File: src/rtl/alu_cmd_issuer_if.sv
//==============================================================================
// Module   : alu_cmd_issuer_if
// Brief    : Command, ALU-side and response signals of alu_cmd_issuer.
// Revision : 1.0 - initial release
//==============================================================================
`default_nettype none

interface alu_cmd_issuer_if #(
  parameter int CNT_W = 16
);
  // command port
  logic             cmd_valid;
  logic             cmd_ready;
  logic [3:0]       cmd_op;
  logic [31:0]      cmd_a;
  logic [31:0]      cmd_b;
  // ALU side
  logic [31:0]      A_bus;
  logic [31:0]      B_bus;
  logic [3:0]       Control;
  logic             enable;
  logic [31:0]      C_bus;
  logic             Z_flag;
  // response port and status
  logic             rsp_valid;
  logic             rsp_ready;
  logic [31:0]      rsp_data;
  logic             rsp_zero;
  logic             rsp_err;
  logic             busy;
  logic [CNT_W-1:0] op_count;

  // Controller / ALU / consumer side
  modport master (
    output cmd_valid, cmd_op, cmd_a, cmd_b, C_bus, Z_flag, rsp_ready,
    input  cmd_ready, A_bus, B_bus, Control, enable,
           rsp_valid, rsp_data, rsp_zero, rsp_err, busy, op_count
  );

  // The issuer itself
  modport slave (
    input  cmd_valid, cmd_op, cmd_a, cmd_b, C_bus, Z_flag, rsp_ready,
    output cmd_ready, A_bus, B_bus, Control, enable,
           rsp_valid, rsp_data, rsp_zero, rsp_err, busy, op_count
  );
endinterface

`default_nettype wire

File: src/rtl/alu_cmd_issuer.sv
//==============================================================================
// Module   : alu_cmd_issuer
// Brief    : One-at-a-time command sequencer for the 32-bit convolution ALU.
//            Optional macro ALU_OPCHK_EN rejects illegal Control codes.
// Revision : 1.0 - initial release
//==============================================================================
`default_nettype none

module alu_cmd_issuer #(
  parameter int ALU_LAT = 1,
  parameter int CNT_W   = 16
) (
  input  wire logic      clk,
  input  wire logic      reset,
  alu_cmd_issuer_if.slave bus
);

  localparam logic [3:0] c_WAIT_LOAD = 4'(ALU_LAT);
  localparam logic [3:0] c_WAIT_LAST = 4'd1;

  typedef enum logic [1:0] {
    S_IDLE  = 2'd0,
    S_ISSUE = 2'd1,
    S_WAIT  = 2'd2,
    S_RESP  = 2'd3
  } state_t;

  state_t           r_state;
  logic [3:0]       r_wait_cnt;
  logic [31:0]      r_a_bus;
  logic [31:0]      r_b_bus;
  logic [3:0]       r_control;
  logic             r_enable;
  logic             r_rsp_valid;
  logic [31:0]      r_rsp_data;
  logic             r_rsp_zero;
  logic             r_busy;
  logic [CNT_W-1:0] r_op_count;
  logic             w_accept;

`ifdef ALU_OPCHK_EN
  logic r_rsp_err;
  logic w_op_legal;

  always_comb begin
    w_op_legal = 1'b0;
    case (bus.cmd_op)
      4'b0001, 4'b0010, 4'b0011, 4'b0100,
      4'b0110, 4'b1000, 4'b1001: w_op_legal = 1'b1;
      default:                   w_op_legal = 1'b0;
    endcase
  end

  assign bus.rsp_err = r_rsp_err;
`else
  assign bus.rsp_err = 1'b0;
`endif

  // Ready is masked by reset so nothing can be taken while reset is held.
  assign bus.cmd_ready = (r_state == S_IDLE) && !reset;
  assign w_accept      = bus.cmd_valid && (r_state == S_IDLE);

  always_ff @(posedge clk or posedge reset) begin
    if (reset) begin
      r_state     <= S_IDLE;
      r_wait_cnt  <= 4'd0;
      r_a_bus     <= 32'd0;
      r_b_bus     <= 32'd0;
      r_control   <= 4'd0;
      r_enable    <= 1'b0;
      r_rsp_valid <= 1'b0;
      r_rsp_data  <= 32'd0;
      r_rsp_zero  <= 1'b0;
      r_busy      <= 1'b0;
      r_op_count  <= '0;
`ifdef ALU_OPCHK_EN
      r_rsp_err   <= 1'b0;
`endif
    end else begin
      r_enable <= 1'b0;
      case (r_state)
        S_IDLE: begin
          if (w_accept) begin
            r_busy <= 1'b1;
`ifdef ALU_OPCHK_EN
            if (!w_op_legal) begin
              // Rejected op: ALU buses untouched, answer straight away.
              r_rsp_valid <= 1'b1;
              r_rsp_err   <= 1'b1;
              r_rsp_data  <= 32'd0;
              r_rsp_zero  <= 1'b0;
              r_state     <= S_RESP;
            end else begin
              r_rsp_err   <= 1'b0;
              r_a_bus     <= bus.cmd_a;
              r_b_bus     <= bus.cmd_b;
              r_control   <= bus.cmd_op;
              r_enable    <= 1'b1;
              r_state     <= S_ISSUE;
            end
`else
            r_a_bus   <= bus.cmd_a;
            r_b_bus   <= bus.cmd_b;
            r_control <= bus.cmd_op;
            r_enable  <= 1'b1;
            r_state   <= S_ISSUE;
`endif
          end
        end

        S_ISSUE: begin
          r_wait_cnt <= c_WAIT_LOAD;
          r_state    <= S_WAIT;
        end

        S_WAIT: begin
          if (r_wait_cnt == c_WAIT_LAST) begin
            r_rsp_data  <= bus.C_bus;
            r_rsp_zero  <= bus.Z_flag;
            r_rsp_valid <= 1'b1;
            r_state     <= S_RESP;
          end else begin
            r_wait_cnt <= r_wait_cnt - 4'd1;
          end
        end

        S_RESP: begin
          if (bus.rsp_ready) begin
            r_rsp_valid <= 1'b0;
            r_busy      <= 1'b0;
            r_op_count  <= r_op_count + 1'b1;
            r_state     <= S_IDLE;
          end
        end

        default: r_state <= S_IDLE;
      endcase
    end
  end

  assign bus.A_bus     = r_a_bus;
  assign bus.B_bus     = r_b_bus;
  assign bus.Control   = r_control;
  assign bus.enable    = r_enable;
  assign bus.rsp_valid = r_rsp_valid;
  assign bus.rsp_data  = r_rsp_data;
  assign bus.rsp_zero  = r_rsp_zero;
  assign bus.busy      = r_busy;
  assign bus.op_count  = r_op_count;

endmodule

`default_nettype wire
File: src/flat_wrapper.sv
// flat-port wrapper written by rule: the top's interface ports become plain ports
module alu_cmd_issuer_flat 
#(
  parameter int ALU_LAT = 1,
  parameter int CNT_W   = 16
)
  (clk, reset, bus_cmd_valid, bus_cmd_op, bus_cmd_a, bus_cmd_b, bus_C_bus, bus_Z_flag, bus_rsp_ready, bus_cmd_ready, bus_A_bus, bus_B_bus, bus_Control, bus_enable, bus_rsp_valid, bus_rsp_data, bus_rsp_zero, bus_rsp_err, bus_busy, bus_op_count);
  alu_cmd_issuer_if #(.CNT_W(CNT_W)) bus_i ();
  input  wire logic clk;
  input  wire logic reset;
  input wire logic [$bits(bus_i.cmd_valid)-1:0] bus_cmd_valid;
  input wire logic [$bits(bus_i.cmd_op)-1:0] bus_cmd_op;
  input wire logic [$bits(bus_i.cmd_a)-1:0] bus_cmd_a;
  input wire logic [$bits(bus_i.cmd_b)-1:0] bus_cmd_b;
  input wire logic [$bits(bus_i.C_bus)-1:0] bus_C_bus;
  input wire logic [$bits(bus_i.Z_flag)-1:0] bus_Z_flag;
  input wire logic [$bits(bus_i.rsp_ready)-1:0] bus_rsp_ready;
  output wire logic [$bits(bus_i.cmd_ready)-1:0] bus_cmd_ready;
  output wire logic [$bits(bus_i.A_bus)-1:0] bus_A_bus;
  output wire logic [$bits(bus_i.B_bus)-1:0] bus_B_bus;
  output wire logic [$bits(bus_i.Control)-1:0] bus_Control;
  output wire logic [$bits(bus_i.enable)-1:0] bus_enable;
  output wire logic [$bits(bus_i.rsp_valid)-1:0] bus_rsp_valid;
  output wire logic [$bits(bus_i.rsp_data)-1:0] bus_rsp_data;
  output wire logic [$bits(bus_i.rsp_zero)-1:0] bus_rsp_zero;
  output wire logic [$bits(bus_i.rsp_err)-1:0] bus_rsp_err;
  output wire logic [$bits(bus_i.busy)-1:0] bus_busy;
  output wire logic [$bits(bus_i.op_count)-1:0] bus_op_count;
  assign bus_i.cmd_valid = bus_cmd_valid;
  assign bus_i.cmd_op = bus_cmd_op;
  assign bus_i.cmd_a = bus_cmd_a;
  assign bus_i.cmd_b = bus_cmd_b;
  assign bus_i.C_bus = bus_C_bus;
  assign bus_i.Z_flag = bus_Z_flag;
  assign bus_i.rsp_ready = bus_rsp_ready;
  assign bus_cmd_ready = bus_i.cmd_ready;
  assign bus_A_bus = bus_i.A_bus;
  assign bus_B_bus = bus_i.B_bus;
  assign bus_Control = bus_i.Control;
  assign bus_enable = bus_i.enable;
  assign bus_rsp_valid = bus_i.rsp_valid;
  assign bus_rsp_data = bus_i.rsp_data;
  assign bus_rsp_zero = bus_i.rsp_zero;
  assign bus_rsp_err = bus_i.rsp_err;
  assign bus_busy = bus_i.busy;
  assign bus_op_count = bus_i.op_count;
  alu_cmd_issuer #(.ALU_LAT(ALU_LAT), .CNT_W(CNT_W)) u_core (.clk(clk), .reset(reset), .bus(bus_i));
endmodule
File: config.mk
export PLATFORM = sky130hd
export DESIGN_NAME = alu_cmd_issuer_flat
export DESIGN_NICKNAME = d
export VERILOG_FILES = /design/src/rtl/alu_cmd_issuer_if.sv /design/src/rtl/alu_cmd_issuer.sv /design/src/flat_wrapper.sv
export SDC_FILE = /design/constraint.sdc
export NUM_CORES = 1
export LEC_CHECK = 0
export ABC_AREA = 1
export CAP_MARGIN = 20
export CORE_AREA = 2 2 131 101
export DETAILED_ROUTE_END_ITERATION = 16
export DIE_AREA = 0 0 133 103
export HOLD_SLACK_MARGIN = 0.08
export PLACE_DENSITY = 0.79
export SYNTH_ARGS = -nofsm -noshare
export SYNTH_HDL_FRONTEND = slang
export SYNTH_SLANG_ARGS = --single-unit
File: constraint.sdc
create_clock -name clk -period 5.9 [get_ports clk]
set_input_delay 1.18 -clock clk [delete_from_list [all_inputs] [get_ports clk]]
set_output_delay 1.18 -clock clk [all_outputs]
set_load 0.01 [all_outputs]
==> results.md, run 1 <==
* # fillers at 965
* Share of cells above drive strength 1 at 5.64%
* Peak supply drop at 0.000308 V
* Synth Area per Inst at 8.87 um2
* Root Buffer: clkbuf_16
* Area grow syn2layout at 57.8%
* Crit path max fanout at 2
* Final nets at 914
* Post-CTS Hold Buffers at 0
* Most common cell in the synthesized netlist: nand2_1
* Clock power frac at 23.1%
* Synth cell types at 25
* Most frequent cells after synthesis: 339 x nand2_1, 126 x dfrtp_1, 20 x inv_1
* Min cycle time layout at 3.48 ns
* PortBufs at 225
* Hold Startpoint: u_core.bus.rsp_data[30]$_DFFE_PP0P_
* Io pins at 227
* P_leak at 4.00 nW
* Max-Cap Viols at 0
* DR vias at 4458
* Core box area at 12600 um2
* CTS tree: yes
* Initial core utilization at 40.6%
* Cell area after synthesis at 5100 um2
* Die W at 133 um
* Normalized max-slew margin at 47.7%
* Main synth FF type: dfrtp_1
* Grt total ovfl at 0
* Clk pin slew, worst setup/hold paths at 0.05 ns
* First-pass GRT wire length at 21.2 mm
* CP arrival at 2.30 ns
* Sw Ratio at 33.7%
* Peak Freq at 287 MHz
* Rows at 36
* Top cell type's share of synthesized area at 61.8%
* Worst setup EP type: primary output
* Final Hold Vio Count at 0
* Post-place setup slack at 2.42 ns
* Slew @ Worst Pin at 0.784 ns
* CP Class: in -> out
* Synth top area cells: dfrtp_1 62%, nand2_1 25%, ha_1 1.7%
* H-tree Lvls at 4
* Antenna viol nets, final at 0
* WP data required at 4.72 ns
* Post-Synthesis Cells at 575
* Die Ht at 103 um
* Post_cts resized at 0
* Diode count at 0
* Setup TNS at 0 ns
* Total clock sinks at 126
* R2r setup slk at 3.65 ns
* Vias per cell at 4.52
* Sequential fraction of the synthesis area at 61.8%
* Critical R2R Launch: u_core.r_state[0]$_DFFE_PP0P_
* Deepest clock path buffer count at 2
* CP Launch Type: input port
* Hold EP: u_core.bus.rsp_data[30]$_DFFE_PP0P_
* Sw Pwr at 0.00137 W
* Syn Nets at 687
* Setup ws final at 2.42 ns
* Die area at 13700 um2
* Detailed-router iteration count before antenna repair at 4
* Seq cells post-synth at 126
* Final setup fails at 0
* RePlAce Congestion at 0.800
* DRC at 0
* Pin count of the biggest net entering global routing at 71
* Logic pwr share at 41.0%
* CTS Buf Count at 17
* Initial antenna violation count at 0
* Worst skew pair latency at 0.41 ns
* Wire per inst at 13.5 um
* Area leader, netlist: dfrtp_1
* Sequential power share at 35.8%
* Slew Viols, Final at 0
* Final period utilization at 59.0%
* Outcome: completed
* Vias in the first global route at 4393
* Iteration-0 DRC Markers at 182
* EDFF count, synth at 0
* Ys async rst share at 100%
* Final wirelength at 13.3 mm
* Warnings, synthesis at 0
* P_int at 0.00270 W
* Reg-to-Reg End: u_core.bus.rsp_data[17]$_DFFE_PP0P_
* PwrDens at 505 nW/um2
* Dpl hpwl at 9.29 mm
* Hold Path Stages at 2
* Final Skew at 0.00611 ns
* FF-to-FF path depth at 7
* Unrepaired setup endpoints after global routing: false
* Setup Fix Bufs, Post-CTS at 0
* Total track usage at 19.9%
* Hold/Removal Path Class: reg -> reg
==> metrics by stage <==
stage | hold slack (ns) | instances | area [um2] | utilization [%] | power, W
after floorplan | 0.493 | 575 | 5100 | - | 0.00218
after global placement | 0.453 | 953 | 7490 | 59.6 | 0.00307
after detailed placement | 0.464 | 953 | 7490 | 59.6 | 0.00313
after CTS | 0.477 | 985 | 8030 | 63.9 | 0.00410
after global routing | 0.492 | 986 | 8050 | 64.1 | 0.00435
final | 0.469 | 986 | 8050 | 64.1 | 0.00407
==> cell families after synthesis <==
kind of cell    after synthesis  share of synthesized area [%]
xor+xnor                     12                           2.06
buf+inv                      44                           3.80
other cells                   1                         0.0735
flops                       126                           61.8
fa+ha+maj                     7                           1.72
simple gates                373                           29.3
compound gates               12                           1.20
==> power groups by stage <==
stage / registers, W / logic (W) / clock network, W
3_5_place_dp: 0.00146 / 0.00168 / 0
5_1_grt: 0.00150 / 0.00184 / 0.00101
2_1_floorplan: 0.00160 / 0.000582 / 0
6_report: 0.00146 / 0.00167 / 0.000940
4_1_cts: 0.00146 / 0.00168 / 0.000963
3_3_place_gp: 0.00144 / 0.00163 / 0
==> worst max-delay path, stage by stage <==
cell and delay, ns:
clkdlybuf4s50_1 0.46, nor2_1 0.12, clkdlybuf4s50_1 0.53
==> how the worst max path moves through the flow <==
stage / to / cells past startpoint / slack, ns / startpoint
floorplan: u_core.bus.A_bus[0]$_DFFE_PP0P_ / 1 / 1.36 / reset
global placement: bus_cmd_ready / 3 / 2.40 / reset
detailed placement: bus_cmd_ready / 3 / 2.42 / reset
CTS: bus_cmd_ready / 3 / 2.42 / reset
global route: bus_cmd_ready / 3 / 2.38 / reset
finish: bus_cmd_ready / 3 / 2.42 / reset
==> per-layer routing <==
layer | global-route usage [%] | share of wire (%) | vias to the layer above
li1 | - | - | 2195
met1 | 25.0 | 44 | 2074
met2 | 30.5 | 45 | 169
met3 | 8.36 | 8.7 | 20
met4 | 8.77 | 1.8 | 0
met5 | 0 | 0 | -
==> state kept, by name, indices dropped and copies added (netlist names) <==
signal / count
u_core.bus.A_bus: 32
u_core.bus.B_bus: 32
u_core.bus.Control: 4
u_core.bus.busy: 1
u_core.bus.enable: 1
u_core.bus.op_count: 16
u_core.bus.rsp_data: 32
u_core.bus.rsp_valid: 1
u_core.bus.rsp_zero: 1
u_core.r_state: 2
u_core.r_wait_cnt: 4
==> cell type report <==
type / instances / area (um2) / area share [%]
inverter: 23 / 90.1 / 1.12
multi-input combinational: 405 / 1760 / 21.8
clock buffer: 27 / 513 / 6.37
tap: 171 / 214 / 2.66
clock inverter: 5 / 30.0 / 0.373
sequential: 126 / 3150 / 39.2
timing repair buffer: 229 / 2290 / 28.5
==> cell usage in the layout, fill, tap and decap left out, types with 3 or more instances in the layout <==
cell / synthesis / routed
xor2_1: 8 / 8
xnor2_1: 4 / 4
clkinv_2: 1 / 4
clkdlybuf4s50_1: 0 / 225
nand3_1: 5 / 5
nor2_4: 3 / 3
clkbuf_1: 5 / 5
buf_4: 3 / 3
inv_1: 20 / 19
clkbuf_16: 0 / 17
nand2_1: 339 / 338
clkbuf_8: 0 / 5
dfrtp_1: 126 / 126
o21ai_0: 11 / 11
nor2_1: 13 / 13
ha_1: 7 / 7
nand4_1: 4 / 4
No activity file was read; power rests on OpenSTA's default activity.
==> run 2, diff against run 1 <==
- clock period: 5.9 -> 3.3 ns (I/O delays scaled with it)
==> run 2 against run 1 <==
Net effect: count of clock-buffer cells in the layout down 3; clock power up 110%; routed wire length down 1.0%; first-iteration DRC count up 18%; sequential power up 78%; flip-flop and latch count unchanged; via count up 0.49%; non-clock buffer count unchanged; die area unchanged; clock skew up 0.00056 ns; worst setup slack worse by 1.6 ns; critical path type is now reg -> out; largest cell class unchanged.
==> results.md, run 2 (same netlist as run 1, synthesis figures left out) <==
* Outcome: completed
* Detailed-router iteration count before antenna repair at 4 (unchanged)
* Normalized max-slew margin at 53.8% (+6.1 points)
* Vias in the first global route at 4324 (-1.6%)
* H-tree Lvls at 4 (unchanged)
* Routed wl met2 at 5.98 mm (-0.55%)
* Min cycle time layout at 2.52 ns
* CP Launch Type: register
* Slew @ Worst Pin at 0.692 ns (-0.0921 ns)
* Clock power frac at 25.8% (+2.7 points)
* Dpl hpwl at 9.20 mm (-0.94%)
* PwrDens at 924 nW/um2 (+83%)
* Final nets at 914 (unchanged)
* Pin count of the biggest net entering global routing at 127 (+79%)
* Wire per inst at 13.4 um (-0.82%)
* Core box area at 12600 um2 (unchanged)
* Vias per cell at 4.55 (+0.70%)
* Rows at 36 (unchanged)
* First-pass GRT wire length at 21.4 mm (+1.0%)
* Post-place setup slack at 0.864 ns (-1.56 ns)
* CTS Buf Count at 17 (unchanged)
* Crit path max fanout at 4 (+2)
* Peak Freq at 397 MHz
* Worst skew pair latency at 0.41 ns (about the same)
* P_int at 0.00508 W (+89%)
* P_leak at 4.04 nW (+0.85%)
* Initial core utilization at 40.6% (unchanged)
* Hold/Removal Path Class: reg -> reg
* CTS tree: yes
* Share of cells above drive strength 1 at 5.54% (-0.11 points)
* PortBufs at 225 (unchanged)
* DRC at 0 (unchanged)
* Setup Fix Bufs, Post-CTS at 0 (unchanged)
* CP Class: reg -> out
* Commonest non-fill, non-tap cell in the layout: nand2_1
* Final Hold Vio Count at 0 (unchanged)
* Diode count at 0 (unchanged)
* CP arrival at 1.86 ns (-0.44 ns)
* Grt total ovfl at 0 (unchanged)
* Reg-to-Reg End: u_core.bus.B_bus[15]$_DFFE_PP0P_
* Critical Path Start: u_core.r_state[0]$_DFFE_PP0P_
* Io pins at 227 (unchanged)
* Final Total Pwr at 0.00752 W (+85%)
* RePlAce Congestion at 0.853 (+6.6%)
* Final period utilization at 76.4%
* Critical R2R Launch: u_core.r_state[0]$_DFFE_PP0P_
* Top Layer Used: met4
* Total clock sinks at 126 (unchanged)
* FF-to-FF path depth at 7 (unchanged)
* Iteration-0 DRC Markers at 215 (+18%)
* Die W at 133 um (unchanged)
* Post-CTS Hold Buffers at 0 (unchanged)
* Area grow syn2layout at 59.5%
* Final setup fails at 0 (unchanged)
* WP data required at 2.64 ns (-2.08 ns)
* R2r setup slk at 1.56 ns (-2.09 ns)
* Sw Ratio at 32.4% (-1.3 points)
* Root Buffer: clkbuf_16
* Final Skew at 0.00668 ns (+0.000560 ns)
* Peak supply drop at 0.000469 V (+52%)
* Logic pwr share at 39.6% (-1.4 points)
* DR vias at 4480 (+0.49%)
* Worst setup EP type: primary output
* Met1 Wirelength at 5.65 mm (-4.5%)
* Initial antenna violation count at 0 (unchanged)
* Deepest clock path buffer count at 2 (unchanged)
* Total track usage at 20.0% (+0.13 points)
* Slew Viols, Final at 0 (unchanged)
* Sequential power share at 34.6% (-1.2 points)
* Die Ht at 103 um (unchanged)
* Clk pin slew, worst setup/hold paths at 0.05 ns (about the same)
* Sw Pwr at 0.00244 W (+78%)
* Max-Cap Viols at 0 (unchanged)
* Die area at 13700 um2 (unchanged)
* Antenna viol nets, final at 0 (unchanged)
* Setup TNS at 0 ns (unchanged)
* Worst hold slack at 0.471 ns (+0.00120 ns)
* Wire length on met3 at 1.35 mm (+16%)
* Highest-count cells in the layout ignoring fill and taps: 338 x nand2_1, 225 x clkdlybuf4s50_1, 126 x dfrtp_1
* Final wirelength at 13.2 mm (-1.0%)
* Worst Setup EP: bus_cmd_ready
* Unrepaired setup endpoints after global routing: false
* Setup ws final at 0.778 ns (-1.64 ns)
* # fillers at 938 (-2.8%)
* Post_cts resized at 0 (unchanged)
-- run 2: routing by layer --
metal  vias to the layer above  global-route usage [%]
met3                        23                    9.24
met1                      2090                    25.1
met5                         -                       0
li1                       2185                       -
met2                       182                    30.5
met4                         0                    7.86
-- run 2: metrics by stage --
step	instances	cell area [um2]	utilization (%)
floorplan	575	5100	-
global placement	954	7520	59.9
detailed placement	954	7520	59.9
CTS	984	8140	64.7
global route	984	8140	64.7
finish	984	8140	64.7
-- run 2: power groups by stage --
| stage | sequential, W | clock, W | combinational [W] |
|---|---|---|---|
| after global routing | 0.00269 | 0.00205 | 0.00331 |
| after detailed placement | 0.00260 | 0 | 0.00301 |
| after global placement | 0.00258 | 0 | 0.00292 |
| after floorplan | 0.00286 | 0 | 0.00104 |
| after CTS | 0.00261 | 0.00198 | 0.00302 |
| final | 0.00260 | 0.00194 | 0.00298 |
-- run 2: final cells by class --
cell class,instances,area [um2],area share [%]
multi-input cells,405,1760,21.6
inverters,23,91.3,1.12
clock buffers,24,482,5.92
clock inverters,6,133,1.63
repair buffers,229,2310,28.4
well taps,171,214,2.63
flip-flops and latches,126,3150,38.8
-- run 2: worst min-delay path by stage --
stage / to / slack, ns / depth (start not counted) / start
finish: u_core.bus.rsp_data[31]$_DFFE_PP0P_ / 0.47 / 2 / u_core.bus.rsp_data[31]$_DFFE_PP0P_
global route: u_core.bus.B_bus[27]$_DFFE_PP0P_ / 0.49 / 2 / u_core.bus.B_bus[27]$_DFFE_PP0P_
CTS: u_core.bus.rsp_data[21]$_DFFE_PP0P_ / 0.47 / 2 / u_core.bus.rsp_data[21]$_DFFE_PP0P_
detailed placement: u_core.bus.rsp_data[29]$_DFFE_PP0P_ / 0.46 / 2 / u_core.bus.rsp_data[29]$_DFFE_PP0P_
global placement: u_core.bus.rsp_data[15]$_DFFE_PP0P_ / 0.45 / 2 / u_core.bus.rsp_data[15]$_DFFE_PP0P_
floorplan: u_core.r_wait_cnt[3]$_DFFE_PP0P_ / 0.49 / 2 / u_core.r_wait_cnt[3]$_DFFE_PP0P_
-- run 2: critical path, cell delays in order, from the launching register on --
cell and delay [ns]:
dfrtp_1 0.40, inv_1 0.10, ha_1 0.23, inv_1 0.10, nor2_1 0.09, clkdlybuf4s50_1 0.53
==> RTL change 1: new RTL, flow settings as in run 2 <==
`CNT_W` is set to 16 in 3 places; all go to 18.
--- a/src/rtl/alu_cmd_issuer_if.sv
+++ b/src/rtl/alu_cmd_issuer_if.sv
@@ -8,3 +8,3 @@
 interface alu_cmd_issuer_if #(
-  parameter int CNT_W = 16
+  parameter int CNT_W = 18
 );
--- a/src/rtl/alu_cmd_issuer.sv
+++ b/src/rtl/alu_cmd_issuer.sv
@@ -10,3 +10,3 @@
   parameter int ALU_LAT = 1,
-  parameter int CNT_W   = 16
+  parameter int CNT_W   = 18
 ) (
--- a/src/flat_wrapper.sv
+++ b/src/flat_wrapper.sv
@@ -4,3 +4,3 @@
   parameter int ALU_LAT = 1,
-  parameter int CNT_W   = 16
+  parameter int CNT_W   = 18
 )
Interface: changed (resized bus_op_count); port bits go from 227 to 229. No check against the original RTL was run, so the function may have changed too.
==> RTL change 1 against run 2 <==
  * Worst hold slack worse by 0.0040 ns
  * Power is 0.84% lower
  * Sequential cell count is 2 higher
  * Setup slack worse by 0.0090 ns
  * Sequential share of layout area is 0.39 points lower
  * Area after synthesis is 4.7% higher
  * Wire length is 3.4% higher
  * Cell area is 2.6% higher
  * Critical endpoint unchanged
  * Largest cell class unchanged
==> RTL change 1: results (changes against run 2) <==
[drt]
totalWireLength_mm = 13.65  ; +3.4%
vias_per_cell = 4.546  ; -0.15%
drtIter0Drc = 227  ; +5.6%

[final_layout]
fillers = 992  ; +5.8%
layout.nets = 946  ; +3.5%
drive_above_1_share_pct = 6.730  ; +1.2 points
final_area_um2 = 8349  ; +2.6%

[setup_path]
r2r-end = u_core.bus.B_bus[30]
reg2reg_depth = 7  ; unchanged
rrSetupSlack_ns = 1.58  ; +0.02 ns

[sta]
holdWs_ns = 0.4666  ; -0.003953 ns
fin_skew_ns = 0.007929  ; +0.001254 ns
relSlewSlack_pct = 52.95  ; -0.90 points

[synth]
synthesis.nets = 717  ; +4.4%
ys_types = 32  ; +28%
netlist_top_cells_count = nand2_1, dfrtp_1, inv_1
yosysSeqAreaShare_pct = 59.97  ; -1.8 points
ys_async_sr_fraction_pct = 100.0  ; unchanged
synth.area.top_cells = dfrtp_1, nand2_1, ha_1, inv_1, xnor2_1

[global_routing]
grt_usage_pct = 20.64  ; +0.62 points
grt_pass1_wl_mm = 22.16  ; +3.6%
first_global_vias = 4553  ; +5.3%
grt_max_degree = 129  ; +1.6%

[placement]
dp_slack_ns = 0.8648  ; +0.0007710 ns
place_inst = 986  ; +3.4%
gp_congestion = 0.7689  ; -9.8%
io_buffers = 227  ; +0.89%

[pwr]
internal-power_mw = 4.988  ; -1.8%
switching_share_pct = 33.09  ; +0.68 points
p_leak_nw = 4.086  ; +1.2%
peakVddDrop_mv = 0.5210  ; +11%

[min_path]
hp-start = u_core.bus.rsp_data[22]
hold-path-endpoint = u_core.bus.rsp_data[22]

[status]
outcome = finished clean

[RTL change 1: final cells by class]
cell class	instances	area share, %
tap	171	2.563
multi-input combinational	429	22.79
sequential	128	38.36
timing repair buffer	231	27.72
clock inverter	10	1.603
inverter	27	1.274
clock buffer	22	5.680
[RTL change 1: worst max-delay path: cells and delay by family (launching register included)]
| kind | cells | cell delay, ns |
|---|---|---|
| adder cells (fa/ha/maj) | 1 | 0.23 |
| buffers and inverters | 3 | 0.74 |
| AND/OR/NAND/NOR | 1 | 0.10 |
| flip-flops | 1 | 0.41 |
[RTL change 1: kinds of logic after synthesis]
| logic type | Yosys count | synth area share [%] |
|---|---|---|
| DFF | 128 | 59.97 |
| other | 1 | 0.07021 |
| buffers and inverters | 48 | 4.451 |
| adders and majority gates | 7 | 1.640 |
| xor gates and xnor gates | 12 | 1.968 |
| and+or+nand+nor | 393 | 30.29 |
| AOI/OAI and AO/OA | 16 | 1.616 |
[RTL change 1: worst max path at each step]
stage / from / endpoint / slack (ns) / cells past startpoint
after CTS: u_core.r_state[0] / bus_cmd_ready / 0.74 / 5
after floorplan: reset / u_core.bus.A_bus[0] / 1.06 / 1
final: u_core.r_state[0] / bus_cmd_ready / 0.77 / 5
after global routing: u_core.r_state[0] / bus_cmd_ready / 0.61 / 5
after global placement: reset / bus_cmd_ready / 0.87 / 3
after detailed placement: reset / bus_cmd_ready / 0.86 / 3
[RTL change 1: per-layer routing]
metal / global-route usage (%) / wire length, µm / share of wire (%) / up-vias
met2: 32.44 / 6130 / 45 / 156
li1: - / - / - / 2295
met4: 8.437 / 286 / 2.1 / 0
met1: 26.16 / 6079 / 45 / 2157
met3: 7.719 / 1148 / 8.4 / 20
met5: 0 / 0 / 0 / -
==> RTL change 2: new RTL, config.mk and constraints of run 2 <==
Without the edit above. The 4 states of `state_t` get a Gray code encoding in 2 bits.
--- a/src/rtl/alu_cmd_issuer.sv
+++ b/src/rtl/alu_cmd_issuer.sv
@@ -21,6 +21,6 @@
   typedef enum logic [1:0] {
-    S_IDLE  = 2'd0,
-    S_ISSUE = 2'd1,
-    S_WAIT  = 2'd2,
-    S_RESP  = 2'd3
+    S_IDLE  = 2'b00,
+    S_ISSUE = 2'b01,
+    S_WAIT  = 2'b11,
+    S_RESP  = 2'b10
   } state_t;
Formal check against the unedited RTL: no difference found for any inputs over 4 cycles, from zero or initial values and one cycle with reset high; so few cycles prove little.
==> RTL change 2 against run 2 <==
  * Area after synthesis down 0.15%
  * Wire length down 0.51%
  * Power down 2.0%
  * Cell area down 0.58%
  * Sequential cell count unchanged
  * Worst hold slack worse by 0.0021 ns
  * Clock skew down 0.00062 ns
  * Setup slack better by 0.081 ns
  * Largest power group unchanged
  * Highest routed layer unchanged
==> RTL change 2: results (changes against run 2) <==
[status]
outcome = finished clean

[synth]
synth_compound_area_share_pct = 4.372  ; +3.2 points
synth_fa_ha_area_share_pct = 0.7369  ; -0.98 points
synthMuxAreaShare_pct = 0.2211  ; +0.22 points
yosysSeqAreaShare_pct = 61.90  ; +0.091 points
synthesis.nets = 672  ; -2.2%
synth.area.top_cells = dfrtp_1, nand2_1, inv_1, o21ai_0, xnor2_1
netlist_top_cells_count = nand2_1, dfrtp_1, inv_1
synth-main-ff-cell = dfrtp_1
synthXorXnorAreaFrac_pct = 2.063  ; +0.0030 points
ys_types = 27  ; +8.0%

[placement]
dpl.hpwl_mm = 9.285  ; +0.89%
gp_congestion = 0.7718  ; -9.5%

[final_layout]
multi_input_area_share_pct = 20.03  ; -1.6 points
seq_cells = 126  ; unchanged
regArea_um2 = 3153  ; unchanged
layout.nets = 898  ; -1.8%
buffer_area_share_pct = 28.52  ; +0.17 points
drive_above_1_share_pct = 5.736  ; +0.20 points
inv_count = 48  ; +110%
fillers = 1018  ; +8.5%
clkbuf_count = 25  ; +4.2%
multi_input_gates = 368  ; -9.1%
clock_area_share_pct = 7.548  ; about the same

[setup_path]
r2r-start = u_core.r_wait_cnt[1]
r2r-end = u_core.bus.rsp_data[5]
cp-startpoint = reset
rrSetupSlack_ns = 1.33  ; -0.23 ns
worstPathMaxFanout = 2  ; -2
reg2reg_depth = 5  ; -2
arrival_ns = 1.78  ; -0.08 ns

[min_path]
hp-start = u_core.bus.Control[0]
hold-path-endpoint = u_core.bus.Control[0]

[global_routing]
first_global_vias = 4334  ; +0.23%
grt_pass1_wl_mm = 21.18  ; -0.97%
grt_usage_pct = 19.80  ; -0.22 points

[drt]
drtIter0Drc = 175  ; -19%
via_count = 4385  ; -2.1%
first_pass_iters = 4  ; unchanged
totalWireLength_mm = 13.13  ; -0.51%

[sta]
fin_skew_ns = 0.006052  ; -0.0006229 ns
tightest_slew_ns = 0.7046  ; +0.01226 ns

[pwr]
switchingPower_mw = 2.370  ; -2.7%
peakVddDrop_mv = 0.5930  ; +26%
p_leak_nw = 3.923  ; -2.9%

[clock_tree]
insertion_delay_ns = 0.40
postCtsResizedCells = 0  ; unchanged
clock_tree.buffer_depth = 2  ; unchanged
root_buffer = clkbuf_16

-- RTL change 2: through the flow --
step,area (µm²),instances,hold slack [ns],worst slack [ns]
2_1_floorplan,5097,564,0.4750,1.087
3_3_place_gp,7458,941,0.4528,0.8504
3_5_place_dp,7458,941,0.4611,0.8347
4_1_cts,8069,972,0.4713,0.8451
5_1_grt,8089,973,0.4863,0.8012
6_report,8089,973,0.4685,0.8594
-- RTL change 2: metal layers --
layer / wire length (µm) / track usage (%) / vias to the layer above
met4: 129 / 6.865 / 0
met5: 0 / 0 / -
met2: 6164 / 31.45 / 145
met1: 5658 / 24.30 / 2055
li1: - / - / 2172
met3: 1175 / 8.948 / 13
-- RTL change 2: power groups by stage --
stage	combinational (mW)	sequential [mW]	clock (mW)
2_1_floorplan	0.968	2.86	0
3_3_place_gp	2.82	2.56	0
3_5_place_dp	2.90	2.59	0
4_1_cts	2.91	2.59	1.95
5_1_grt	3.15	2.67	2.02
6_report	2.88	2.58	1.91
